[src/rtl/eu_ring_pkg.sv]
// Shared constants, state encoding and helpers for the ring node.
package eu_ring_pkg;

  localparam logic [7:0] CMD_WR    = 8'h01;
  localparam logic [7:0] CMD_SEND  = 8'h11;
  localparam logic [7:0] CMD_CLR   = 8'h21;
  localparam logic [7:0] BC_ID     = 8'hFF;
  localparam logic [7:0] REPLY_HDR = 8'hAA;

  typedef enum logic [2:0] {
    RECV,
    DECODE,
    FWD,
    EXEC,
    REPLY
  } state_e;

  // Reply packet: header, node ID, one beat per register, checksum.
  function automatic int reply_len(input int reg_n);
    return reg_n + 3;
  endfunction

endpackage

[src/rtl/eu_pkt_buf.sv]
// Store-and-forward packet buffer: write side captures one packet, tracks
// overflow and length; read side exposes a forward port, the two header
// beats and the register payload window.
module eu_pkt_buf #(
  parameter  int AXIS_DIN_W = 8,
  parameter  int BUF_S      = 64,
  parameter  int PAY_N      = 16,
  localparam int AW         = $clog2(BUF_S),
  localparam int PW         = $clog2(BUF_S + 1)
) (
  input  logic                             clk_i,
  input  logic                             reset_i,
  input  logic                             wr_en_i,
  input  logic                             wr_last_i,
  input  logic [AXIS_DIN_W-1:0]            wr_data_i,
  input  logic [AW-1:0]                    rd_addr_i,
  output logic [AXIS_DIN_W-1:0]            rd_data_o,
  output logic [AXIS_DIN_W-1:0]            hdr0_o,
  output logic [AXIS_DIN_W-1:0]            hdr1_o,
  output logic [PAY_N-1:0][AXIS_DIN_W-1:0] pay_o,
  output logic [PW-1:0]                    len_o,
  output logic                             ovf_o
);

  logic [AXIS_DIN_W-1:0] mem [BUF_S];
  logic [PW-1:0]         wr_ptr_q;
  logic                  ovf_run_q;
  logic                  full;

  // Pointer parks at BUF_S once the buffer is full; further beats are lost.
  assign full = (wr_ptr_q == PW'(BUF_S));

  // Beat storage; contents are only meaningful below the captured length.
  always_ff @(posedge clk_i) begin
    if (wr_en_i && !full) mem[wr_ptr_q[AW-1:0]] <= wr_data_i;
  end

  // Write pointer, running overflow flag and end-of-packet length capture.
  always_ff @(posedge clk_i) begin
    if (reset_i) begin
      wr_ptr_q  <= '0;
      ovf_run_q <= 1'b0;
      len_o     <= '0;
      ovf_o     <= 1'b0;
    end else if (wr_en_i) begin
      if (wr_last_i) begin
        wr_ptr_q  <= '0;
        ovf_run_q <= 1'b0;
        ovf_o     <= ovf_run_q | full;
        len_o     <= full ? PW'(BUF_S) : wr_ptr_q + PW'(1);
      end else if (full) begin
        ovf_run_q <= 1'b1;
      end else begin
        wr_ptr_q  <= wr_ptr_q + PW'(1);
      end
    end
  end

  assign rd_data_o = mem[rd_addr_i];
  assign hdr0_o    = mem[0];
  assign hdr1_o    = mem[1];

  for (genvar i = 0; i < PAY_N; i++) begin : g_pay
    assign pay_o[i] = mem[i + 2];
  end

endmodule

[src/rtl/eu_ring_node.sv]
// Performance-monitor ring node: buffers a packet, forwards foreign or
// broadcast traffic, executes local/broadcast commands and emits replies.
module eu_ring_node
  import eu_ring_pkg::*;
#(
  parameter int         AXIS_DIN_W = 8,
  parameter logic [7:0] ID         = 8'h01,
  parameter int         BUF_S      = 64,
  parameter int         REG_N      = 16,
  parameter int         CNT_W      = 16
) (
  input  logic                  clk_i,
  input  logic                  reset_i,
  input  logic                  s_axis_tvalid_i,
  output logic                  s_axis_tready_o,
  input  logic                  s_axis_tlast_i,
  input  logic [AXIS_DIN_W-1:0] s_axis_tdata_i,
  output logic                  m_axis_tvalid_o,
  input  logic                  m_axis_tready_i,
  output logic                  m_axis_tlast_o,
  output logic [AXIS_DIN_W-1:0] m_axis_tdata_o,
  output logic [CNT_W-1:0]      drop_cnt_o,
  output logic [CNT_W-1:0]      fwd_cnt_o
);

  localparam int W    = AXIS_DIN_W;
  localparam int AW   = $clog2(BUF_S);
  localparam int PW   = $clog2(BUF_S + 1);
  localparam int RLEN = reply_len(REG_N);
  localparam int RW   = $clog2(RLEN);

  state_e                  state_q, state_d;
  logic                    exec_pend_q, exec_pend_d;
  logic [PW-1:0]           rd_ptr_q;
  logic [RW-1:0]           rp_idx_q;
  logic [REG_N-1:0][W-1:0] regs_q;
  logic                    drop_inc, fwd_inc;
  logic                    out_hs;

  logic [W-1:0]            rd_data, hdr0, hdr1;
  logic [REG_N-1:0][W-1:0] pay;
  logic [PW-1:0]           len;
  logic                    ovf;
  logic [W-1:0]            csum, rbeat;

  eu_pkt_buf #(
    .AXIS_DIN_W (W),
    .BUF_S      (BUF_S),
    .PAY_N      (REG_N)
  ) u_buf (
    .clk_i     (clk_i),
    .reset_i   (reset_i),
    .wr_en_i   (s_axis_tvalid_i && (state_q == RECV)),
    .wr_last_i (s_axis_tlast_i),
    .wr_data_i (s_axis_tdata_i),
    .rd_addr_i (rd_ptr_q[AW-1:0]),
    .rd_data_o (rd_data),
    .hdr0_o    (hdr0),
    .hdr1_o    (hdr1),
    .pay_o     (pay),
    .len_o     (len),
    .ovf_o     (ovf)
  );

  assign out_hs = m_axis_tvalid_o && m_axis_tready_i;

  // Reply beat selection; checksum covers header, ID and every register.
  always_comb begin
    csum = W'(REPLY_HDR) ^ W'(ID);
    for (int i = 0; i < REG_N; i++) csum = csum ^ regs_q[i];
    rbeat = '0;
    if (rp_idx_q == RW'(0))           rbeat = W'(REPLY_HDR);
    else if (rp_idx_q == RW'(1))      rbeat = W'(ID);
    else if (rp_idx_q == RW'(RLEN-1)) rbeat = csum;
    for (int i = 0; i < REG_N; i++) begin
      if (rp_idx_q == RW'(i + 2)) rbeat = regs_q[i];
    end
  end

  // Next-state, stream outputs and counter increments.
  always_comb begin
    state_d         = state_q;
    exec_pend_d     = exec_pend_q;
    s_axis_tready_o = 1'b0;
    m_axis_tvalid_o = 1'b0;
    m_axis_tlast_o  = 1'b0;
    m_axis_tdata_o  = '0;
    drop_inc        = 1'b0;
    fwd_inc         = 1'b0;
    case (state_q)
      RECV: begin
        s_axis_tready_o = 1'b1;
        if (s_axis_tvalid_i && s_axis_tlast_i) state_d = DECODE;
      end
      DECODE: begin
        if (ovf || len < PW'(2)) begin
          drop_inc = 1'b1;
          state_d  = RECV;
        end else if (hdr0[7:0] == ID) begin
          state_d = EXEC;
        end else if (hdr0[7:0] == BC_ID) begin
          exec_pend_d = 1'b1;
          state_d     = FWD;
        end else begin
          state_d = FWD;
        end
      end
      FWD: begin
        m_axis_tvalid_o = 1'b1;
        m_axis_tdata_o  = rd_data;
        m_axis_tlast_o  = (rd_ptr_q == len - PW'(1));
        if (m_axis_tready_i && m_axis_tlast_o) begin
          fwd_inc     = 1'b1;
          exec_pend_d = 1'b0;
          state_d     = exec_pend_q ? EXEC : RECV;
        end
      end
      EXEC: begin
        case (hdr1[7:0])
          CMD_WR, CMD_CLR: state_d = RECV;
          CMD_SEND:        state_d = REPLY;
          default: begin
            drop_inc = 1'b1;
            state_d  = RECV;
          end
        endcase
      end
      REPLY: begin
        m_axis_tvalid_o = 1'b1;
        m_axis_tdata_o  = rbeat;
        m_axis_tlast_o  = (rp_idx_q == RW'(RLEN-1));
        if (m_axis_tready_i && m_axis_tlast_o) state_d = RECV;
      end
      default: state_d = RECV;
    endcase
  end

  // State, broadcast-pending flag and output-side beat pointers.
  always_ff @(posedge clk_i) begin
    if (reset_i) begin
      state_q     <= RECV;
      exec_pend_q <= 1'b0;
      rd_ptr_q    <= '0;
      rp_idx_q    <= '0;
    end else begin
      state_q     <= state_d;
      exec_pend_q <= exec_pend_d;
      if (state_q == FWD && out_hs)
        rd_ptr_q <= m_axis_tlast_o ? '0 : rd_ptr_q + PW'(1);
      if (state_q == REPLY && out_hs)
        rp_idx_q <= m_axis_tlast_o ? '0 : rp_idx_q + RW'(1);
    end
  end

  // Register file: write copies only the payload beats actually present.
  always_ff @(posedge clk_i) begin
    if (reset_i) begin
      regs_q <= '0;
    end else if (state_q == EXEC) begin
      if (hdr1[7:0] == CMD_WR) begin
        for (int i = 0; i < REG_N; i++) begin
          if (PW'(i) < len - PW'(2)) regs_q[i] <= pay[i];
        end
      end else if (hdr1[7:0] == CMD_CLR) begin
        regs_q <= '0;
      end
    end
  end

  // Saturating drop/forward statistics.
  always_ff @(posedge clk_i) begin
    if (reset_i) begin
      drop_cnt_o <= '0;
      fwd_cnt_o  <= '0;
    end else begin
      if (drop_inc && drop_cnt_o != '1) drop_cnt_o <= drop_cnt_o + CNT_W'(1);
      if (fwd_inc && fwd_cnt_o != '1)   fwd_cnt_o  <= fwd_cnt_o + CNT_W'(1);
    end
  end

endmodule

[config.mk]
export PLATFORM = sky130hd
export DESIGN_NAME = eu_ring_node
export DESIGN_NICKNAME = d
export VERILOG_FILES = /design/src/rtl/eu_ring_pkg.sv /design/src/rtl/eu_pkt_buf.sv /design/src/rtl/eu_ring_node.sv
export SDC_FILE = /design/constraint.sdc
export NUM_CORES = 1
export LEC_CHECK = 0
export ABC_AREA = 1
export BUFFER_PORTS_ARGS = -buffer_cell sky130_fd_sc_hd__buf_4
export CORE_ASPECT_RATIO = 1.25
export CORE_MARGIN = 2
export CORE_UTILIZATION = 50
export CTS_CLUSTER_SIZE = 25
export DETAILED_ROUTE_END_ITERATION = 8
export PLACE_DENSITY = 0.79
export SYNTH_ARGS = -nofsm -noshare
export SYNTH_HDL_FRONTEND = slang
export SYNTH_SLANG_ARGS = --single-unit
export TNS_END_PERCENT = 100
[constraint.sdc]
create_clock -name clk_i -period 3.1 [get_ports clk_i]
set_clock_uncertainty 0.05 [all_clocks]
set_input_delay 0.62 -clock clk_i [delete_from_list [all_inputs] [get_ports clk_i]]
set_output_delay 0.62 -clock clk_i [all_outputs]
set_load 0.1 [all_outputs]
Yosys cells after proc, flatten, opt, wreduce, memory -nomap -nowiden:

Memory sizes are Yosys's and may differ from the RTL's. A register that Yosys moved wholly into a read port is not among the register bits.
Index checks and enable logic that the tools add are counted.
W data, S select, Z words.

* memory bits (writable): 512
* bits of input ports: 13
* logic and storage cells: 232
* memories: 1
* output and inout bits: 43
* flip-flop bits (word level): 192

* multiplexer cells: 70
* reductions and logical operators: 40
* equality and inequality tests: 54
* bitwise gates (word level): 17
* $lt $le $gt $ge: 17
* add/subtract/negate cells: 7

Memory list
* u_buf.mem: depth 64, bits a word 8, read ports 19, clocked after memory_dff 1, write ports 1, line eu_pkt_buf.sv:25 `logic [AXIS_DIN_W-1:0] mem [BUF_S];`

Operators by type and width (count)
* $mux W8: 35
* $mux W128: 2
* $xor A8 B8 Y8: 15
* $lt A4 B7 Y1 const A: 8
* $reduce_and A3 Y1: 17
* $eq A5 B4 Y1 const B: 8
* $ne A2 B1 Y1 const B: 17
* $add A16 B1 Y16 const B: 2
* $ne A16 B16 Y1 const B: 2
* $lt A3 B7 Y1 const A: 4
* $mux W7: 4
* $eq A5 B3 Y1 const B: 4
* $eq A8 B1 Y1 const B: 2
* $pmux W8 S2: 1
* $eq A5 B5 Y1 const B: 3
* $mux W1: 15
* $pmux W3 S5: 1
* $add A7 B1 Y7 const B: 2
* $lt A1 B7 Y1 const A: 2
* $lt A2 B7 Y1 const A: 2
* $mux W3: 4
* $mux W6: 2
* $ne A2 B2 Y1 const B: 6
* $eq A5 B2 Y1 const B: 2
* 28 further kinds: 45

Logic depth before layout (Yosys ltp):

Gate-level depths: netlist (run 1).

* depth after elaboration: 36
* mapped depth: 32
* gate-level depth less buffers: 32

Hierarchy:

A second synthesis (run 1) with hierarchy kept.

* cell total of the unflattened synthesis: 3609
* area total of the unflattened synthesis: 32620.0 um^2

Modules (own cells, without submodules)
* eu_pkt_buf: area each 21573.2 um^2, instances 1, sequential area each 15695.1 um^2, cells an instance 1882
* eu_ring_node: area each 11046.8 um^2, instances 1, sequential area each 3523.4 um^2, cells an instance 1727

Worst setup path before layout (run 1):

OpenSTA, ideal clock, no wires.

* kind: register to register
* start point: register state_q[0]
* end point: memory u_buf.mem[16][0], enable pin
* library setup time: 0.370 ns
* stages on the path, launching flop included: 14
* data required time: 2.680 ns
* buffers on the path: 0
* arrival time: 3.439 ns
* period minus slack after synthesis: 3.860 ns
* slack: -0.760 ns
* cells stage by stage: dfxtp_1 -> nor2_1 -> inv_1 -> nor2_1 -> inv_1 -> nor2_1 -> inv_1 -> nor2_1 -> inv_1 -> nor2_1 -> inv_1 -> nor3_1 -> inv_1 -> nor2_1

* cells in the longest elaborated chain, start to end: 5

Ends and longest elaborated chain
* start: declaration: line eu_ring_node.sv:32 `state_e state_q, state_d;`
* start signal: assignment: line eu_ring_node.sv:146 `state_q <= state_d;`
* $logic_not A3 Y1: line eu_ring_node.sv:53 `.wr_en_i (s_axis_tvalid_i && (state_q == RECV)),`
* $logic_and A1 B1 Y1: line eu_ring_node.sv:53
* $logic_and A1 B1 Y1: line eu_pkt_buf.sv:35 `if (wr_en_i && !full) mem[wr_ptr_q[AW-1:0]] <= wr_data_i;`
* $mux W1: line eu_pkt_buf.sv:35
* $mux W1 (implied by the code): line eu_pkt_buf.sv:35
* end: declaration: line eu_pkt_buf.sv:25

No other way between the ends.

Final worst setup path (run 1):

* start point: register regs_q[12] (netlist name)
* end point: output port m_axis_tdata_o[4]

* cells in the longest elaborated chain, start to end: 35

Ends and longest elaborated chain
* start: declaration: line eu_ring_node.sv:36 `logic [REG_N-1:0][W-1:0] regs_q;`
* start signal: indexed assignment: line eu_ring_node.sv:162 `if (PW'(i) < len - PW'(2)) regs_q[i] <= pay[i];`
* $xor A8 B8 Y8 (15 in series): line eu_ring_node.sv:70 `for (int i = 0; i < REG_N; i++) csum = csum ^ regs_q[i];`
* $mux W8: line eu_ring_node.sv:74 `else if (rp_idx_q == RW'(RLEN-1)) rbeat = csum;`
* $mux W8: line eu_ring_node.sv:73 `else if (rp_idx_q == RW'(1)) rbeat = W'(ID);`
* $mux W8: line eu_ring_node.sv:72 `if (rp_idx_q == RW'(0)) rbeat = W'(REPLY_HDR);`
* $mux W8: line eu_ring_node.sv:76 `if (rp_idx_q == RW'(i + 2)) rbeat = regs_q[i];`
* $mux W8 * (15 in series): line eu_ring_node.sv:76
* $pmux W8 S2 *: line eu_ring_node.sv:90 `case (state_q)`
* end: declaration: line eu_ring_node.sv:21 `output logic [AXIS_DIN_W-1:0] m_axis_tdata_o,`

Every way passes the cells marked *; elsewhere a longest branch is shown, timed or not.

==> flow_summary.toml, run 1 <==
[run]
drv_cap = 0

[power]
power.static_leakage_nw = 15.1
peakVddDrop_uv = 417
post-layout-total-power_mw = 23.1
pwr_density_cell_mw_per_mm2 = 582

[placed_design]
dp.final_hpwl_um = 68300
place.gp.congestion = 1.03
place.port_buffers = 55

[sta]
setup_ws_ps = -874
tightest_slew_ps = 892
fin_crit_sh_pct = 128
whs_ps = 263
timing.fmax_mhz = 252
final-setup-viol-count = 11
max_slew_margin_pct = 40.5
rsz0062_at_grt = "true"
final_period_minus_worst_setup_slack_ps = 3970
drv_slew = 0
final_hold_viol_count = 0

[logic_synthesis]
async_reset_ff_share_pct = 0
area_of_the_mapped_netlist_sq_mm = 0.0319
most_used_flip_flop_cell_after_synthesis = "edfxtp_1"
postSynthRegisterBits = 710
synth_top_cell_by_area = "edfxtp_1"
synthesis.area_per_instance_sq_um = 9.65
synth_enable_flop_cells = 512
yosysSeqAreaShare_pct = 60.6
netlist_instances = 3306
netlist.area_leader.share_pct = 48.2
synth-warning-count = 0
ys_types = 49
synth_nets = 3335
synth_top_cells_by_area = "edfxtp_1, dfxtp_1, nand2_1, nor2_1, o21ai_0"

[layout]
synthToLayoutAreaGrowth_pct = 24.4
final_core_util_pct = 62.8
multi_input_area_sq_mm = 0.0118
register_area_sq_mm = 0.0195
nFillCells = 4831
post_layout_net_count = 3736
final_layout_size_suffix_gt1_share_pct = 22.4
n_antenna_cell = 0

[clock_tree]
clock_tree_from_tritoncts = "yes"
clkSinkCount = 710
clkLatencyLatePin_ps = 640
cts_buffers = 71
clk_root_buffer_cell = "clkbuf_16"
cts-root-to-sink-buffers = 3
clk_pin_slew_worst_paths_ps = 60
level_count_of_the_clock_h_tree = 3
hold_buffers = 0

[critical_path]
crit_path_top_delay_cell = "dfxtp_4"
setup.worst_path.class = "reg -> out"
timing.critical_path.mode_cell = "nand2_1"
crit_end_element = "output port"
r2r_setup_slack_ps = -30
critical_path.n_buffers_inverters = 3
critPathArrivalTime_ps = 3300
crit_required_ps = 2430
timing.critical_path.fanout_max = 3
critical_path.startpoint_type = "register"
critPathMaxStageDelay_ps = 380
timing.critical_path.max_delay_family = "simple AND/OR/NAND/NOR gates"

[floorplan]
standard_cell_rows = 103
die_h_um = 286
floorplan.die_area_sq_mm = 0.0658
boundaryPins = 56
initial_core_util_pct = 50.5
fp.coreArea_sq_mm = 0.0631
die_width_um = 230

[drt]
drt_first_pass_iters = 6
route.final.wire_length_um = 102000
routed_via_density = 5.90
avgRoutedWirePerCell_um = 22.1
drc_violations = 0
num_vias = 27175
postRouteAntennaNets = 0
dr.first_iter.drc_count = 3408

[grt]
grt_max_degree = 130
global_route.overflow_total = 0
vias_in_the_first_global_route = 25923
antenna_violations_before_repair = 0
grt_pass1_wl_um = 151000
grtUsageTotal_pct = 30.2

[run_status]
failing_checks = "setup timing"
outcome = "complete, but fails checks"

[worst_hold_path]
worst_hold_path_type = "in -> reg"
-- flip-flops by register name (all words and copies together) (netlist names), 3 cells and up, named ones only --
signal	count
u_buf.mem	512
regs_q	128
drop_cnt_o	16
fwd_cnt_o	16
rd_ptr_q	7
u_buf.len_o	7
u_buf.wr_ptr_q	7
rp_idx_q	5
state_q	3
-- power by group --
group	internal [mW]	switching [mW]	total, mW
Sequential	10.4	0.170	10.5
Clock	5.02	3.75	8.76
Combinational	1.20	2.58	3.78
Total	16.6	6.50	23.1
-- cells in the final DEF (no fill, tap or decap), types with 40 or more instances in the layout --
cell type / n
a21oi_1: 171
buf_4: 446
clkbuf_16: 71
dfxtp_1: 132
dfxtp_2: 52
edfxtp_1: 512
inv_1: 237
nand2_1: 439
nand2_2: 49
nand3_1: 158
nor2_1: 477
nor3_1: 58
o21ai_0: 361
o221ai_1: 97
xnor2_1: 40
xor2_1: 45
-- worst paths after layout --
kind	start	end	cells after the start
max reg2reg	u_buf.len_o[2]$_SDFFE_PP0P_	regs_q[87]$_SDFFE_PP0P_	19
min	s_axis_tlast_i	u_buf.wr_ptr_q[6]$_SDFFE_PP0P_	4
min reg2reg	exec_pend_q$_SDFFE_PP0P_	exec_pend_q$_SDFFE_PP0P_	2
max	regs_q[12]$_SDFFE_PP0P_	m_axis_tdata_o[4]	31
-- kinds of logic after synthesis --
family	Yosys count	synth area share (%)
compound gates	747	13.7
xor+xnor	123	3.38
fa+ha+maj	16	0.628
buf+inv	426	5.02
flops	710	60.6
simple gates	1284	16.7
-- per-layer routing --
layer	vias up	track usage [%]	share of wire, %
li1	12330	-	-
met1	12916	36.8	36
met2	1598	49.9	48
met3	331	4.76	8.9
met4	0	20.0	7.1
met5	-	0	0
-- cell usage after synthesis, drive strengths merged (3+ instances only) --
cell	n
edfxtp	512
nand3	170
o211a	3
inv	263
o311ai	4
nor3	64
o21bai	3
o31ai	3
o22ai	27
o221ai	97
xor2	57
o21a	4
or2	11
nand3b	5
buf	9
a21oi	173
clkinv	9
clkbuf	145
nor2	495
and3	4
nor3b	3
a31oi	16
nor4	16
a221oi	4
o21ai	371
ha	16
o211ai	13
a211oi	25
dfxtp	198
nand4	15
nand2	499
xnor2	66
-- layout make-up --
type	instances	share of cell area [%]
Clock inverter	37	1.03
Sequential cell	710	49.0
Timing Repair Buffer	482	10.1
Clock buffer	93	4.87
Inverter	272	2.65
Multi-Input combinational cell	2170	29.7
Tap cell	840	2.65
-- tightest hold or removal path, stage by stage --
cell	delay, ps
buf_4	110
nor2_1	50
nand2_1	50
a21oi_1	50
-- through the flow --
| step | setup TNS [ps] | instances | instance area (sq um) | worst slack [ps] |
|---|---|---|---|---|
| floorplan | -43.7 | 3306 | 32000 | -39.5 |
| global placement | -2660 | 4454 | 36100 | -481 |
| detailed placement | -2820 | 4454 | 36100 | -468 |
| CTS | -6420 | 4590 | 39000 | -881 |
| global route | -8670 | 4604 | 39700 | -1160 |
| finish | -6440 | 4604 | 39700 | -874 |
-- timing repair --
| item | 4_1_cts | 5_1_grt |
|---|---|---|
| buffers inserted | 6 | 16 |
| gates cloned | 1 | 0 |
| setup endpoints to repair | 10 | 40 |
| gates resized for setup | 136 | 163 |
| pin swaps | 39 | 92 |
(Power assumes the default switching activity.)
==> run 2: changes to the inputs <==
- BUFFER_PORTS_ARGS: -buffer_cell sky130_fd_sc_hd__buf_4 -> not set
- CORE_UTILIZATION: 50 -> 45
- DONT_BUFFER_PORTS: not set -> 1
- PLACE_DENSITY: 0.79 -> 0.73
- REMOVE_ABC_BUFFERS: not set -> 1
==> flow_summary.toml, run 2 (synthesized netlist as in run 1, its figures left out) <==
[sta]
whs_ps = 28.5
timing.fmax_mhz = 249
fin_crit_sh_pct = 130
max_slew_margin_pct = 53.5
final-setup-viol-count = 13
tightest_slew_ps = 690
rsz0062_at_grt = "true"
final_period_minus_worst_setup_slack_ps = 4020
drv_slew = 0
final_hold_viol_count = 0
setup_ws_ps = -923

[drt]
drc_violations = 0
num_vias = 26739
drt_first_pass_iters = 6
route.final.wire_length_um = 102000
dr.first_iter.drc_count = 2746
avgRoutedWirePerCell_um = 21.7
postRouteAntennaNets = 0
routed_via_density = 5.69

[floorplan]
fp.coreArea_sq_mm = 0.0704
die_width_um = 242
floorplan.die_area_sq_mm = 0.0730
initial_core_util_pct = 45.3
die_h_um = 302
boundaryPins = 56
standard_cell_rows = 109

[critical_path]
crit_end_element = "output port"
startpoint = "rp_idx_q[0]$_SDFFE_PP0P_"
setup.worst_path.class = "reg -> out"
worst_r2r_startpoint = "u_buf.len_o[1]$_SDFFE_PP0P_"
timing.critical_path.fanout_max = 5
critical_path.startpoint_type = "register"
crit_required_ps = 2430
critPathArrivalTime_ps = 3350

[layout]
mostFrequentLayoutCell = "edfxtp_1"
post_layout_net_count = 3730
final_layout_size_suffix_gt1_share_pct = 21.3
most-common-layout-cells = "edfxtp_1, nor2_1, nand2_1"
stdcell_count = 4697
n_antenna_cell = 0
synthToLayoutAreaGrowth_pct = 24.1
largest_register_ffs = 512
final_core_util_pct = 56.2
post-route-cell-area_sq_mm = 0.0396

[clock_tree]
hold_buffers = 0
clkLatencyLatePin_ps = 640
clk_pin_slew_worst_paths_ps = 60
clk_root_buffer_cell = "clkbuf_16"
clock_tree_from_tritoncts = "yes"
clkSinkCount = 710
cts_buffers = 71
level_count_of_the_clock_h_tree = 3
cts-root-to-sink-buffers = 3

[placed_design]
place.port_buffers = 0
placed_instances = 4556
dp.final_hpwl_um = 70700
place.gp.congestion = 0.968
placed_cell_area_sq_mm = 0.0363

[worst_hold_path]
worst_hold_path_type = "in -> reg"
holdCritStartpoint = "s_axis_tdata_i[4]"

[power]
peakVddDrop_uv = 402
post-layout-total-power_mw = 22.8
power.static_leakage_nw = 15.0
pwr_density_cell_mw_per_mm2 = 576

[grt]
grtUsageTotal_pct = 27.2
vias_in_the_first_global_route = 25753
grt_max_degree = 131
antenna_violations_before_repair = 0
grt_pass1_wl_um = 152000
global_route.overflow_total = 0

[run_status]
failing_checks = "setup timing"
outcome = "complete, but fails checks"

[run]
drv_cap = 0
run 2: stage by stage:
stage / setup TNS, ps / worst slack, ps
final: -7040 / -923
after global routing: -9560 / -1130
after CTS: -6700 / -894
after detailed placement: -3550 / -568
after global placement: -3600 / -557
after floorplan: -569030 / -8510
run 2: cell type report:
| class | count | area, sq um |
|---|---|---|
| fillers | 5936 | 30800 |
| flip-flops and latches | 710 | 19400 |
| multi-input cells | 2170 | 11700 |
| repair buffers | 475 | 3920 |
| clock buffers | 87 | 1900 |
| well taps | 943 | 1180 |
| inverters | 272 | 1040 |
| clock inverters | 39 | 408 |
| repair inverters | 1 | 5.00 |
run 2: power by group:
group          switching (mW)  leakage [nW]  internal [mW]  total (mW)
registers               0.167          6.23           10.3        10.5
logic                    2.45          7.66           1.20        3.64
clock network            3.73          1.11           4.90        8.63
total                    6.34          15.0           16.4        22.8
run 2: critical path, stage by stage (launching register included):
cell     delay [ps]
dfxtp_2         330
inv_2            70
ha_2            170
inv_1            50
nor2_1          110
inv_2            70
nor2_4          140
inv_2            80
or2_2           320
nand3_1          90
nand2_1          50
nand2_1          50
nand2_1          50
nand2_1          90
nand3_1          70
nand2_1          90
nand2_1          50
nand2_1          70
nand2_1          50
nand2_1          60
nand2_1          50
nand2_1          70
nand2_1          50
nand2_1          50
nand2_1          60
nand2_2         130
nand2_4          80
buf_12          170
run 2: final timing paths:
path	to	slack (ps)	depth (start not counted)
setup / recovery	m_axis_tdata_o[7]	-920	27
hold / removal	u_buf.mem[32][4]$_DFFE_PP_	30	0
setup reg to reg	fwd_cnt_o[11]$_SDFFE_PP0P_	-70	18
hold reg to reg	exec_pend_q$_SDFFE_PP0P_	400	2
run 2: repair_timing:
| item | CTS | global route |
|---|---|---|
| gates resized for setup | 137 | 127 |
| setup buffers | 10 | 8 |
| pin swaps | 38 | 84 |
| gates cloned | 0 | 1 |
| endpoints found under the setup margin | 11 | 73 |
run 2: per-layer routing:
metal / vias to the layer above / global-route usage [%] / routed length [um]
met5: - / 0 / 0
met2: 1356 / 46.8 / 49900
met4: 0 / 18.1 / 7150
met1: 12771 / 31.7 / 36700
li1: 12308 / - / -
met3: 304 / 4.31 / 8140
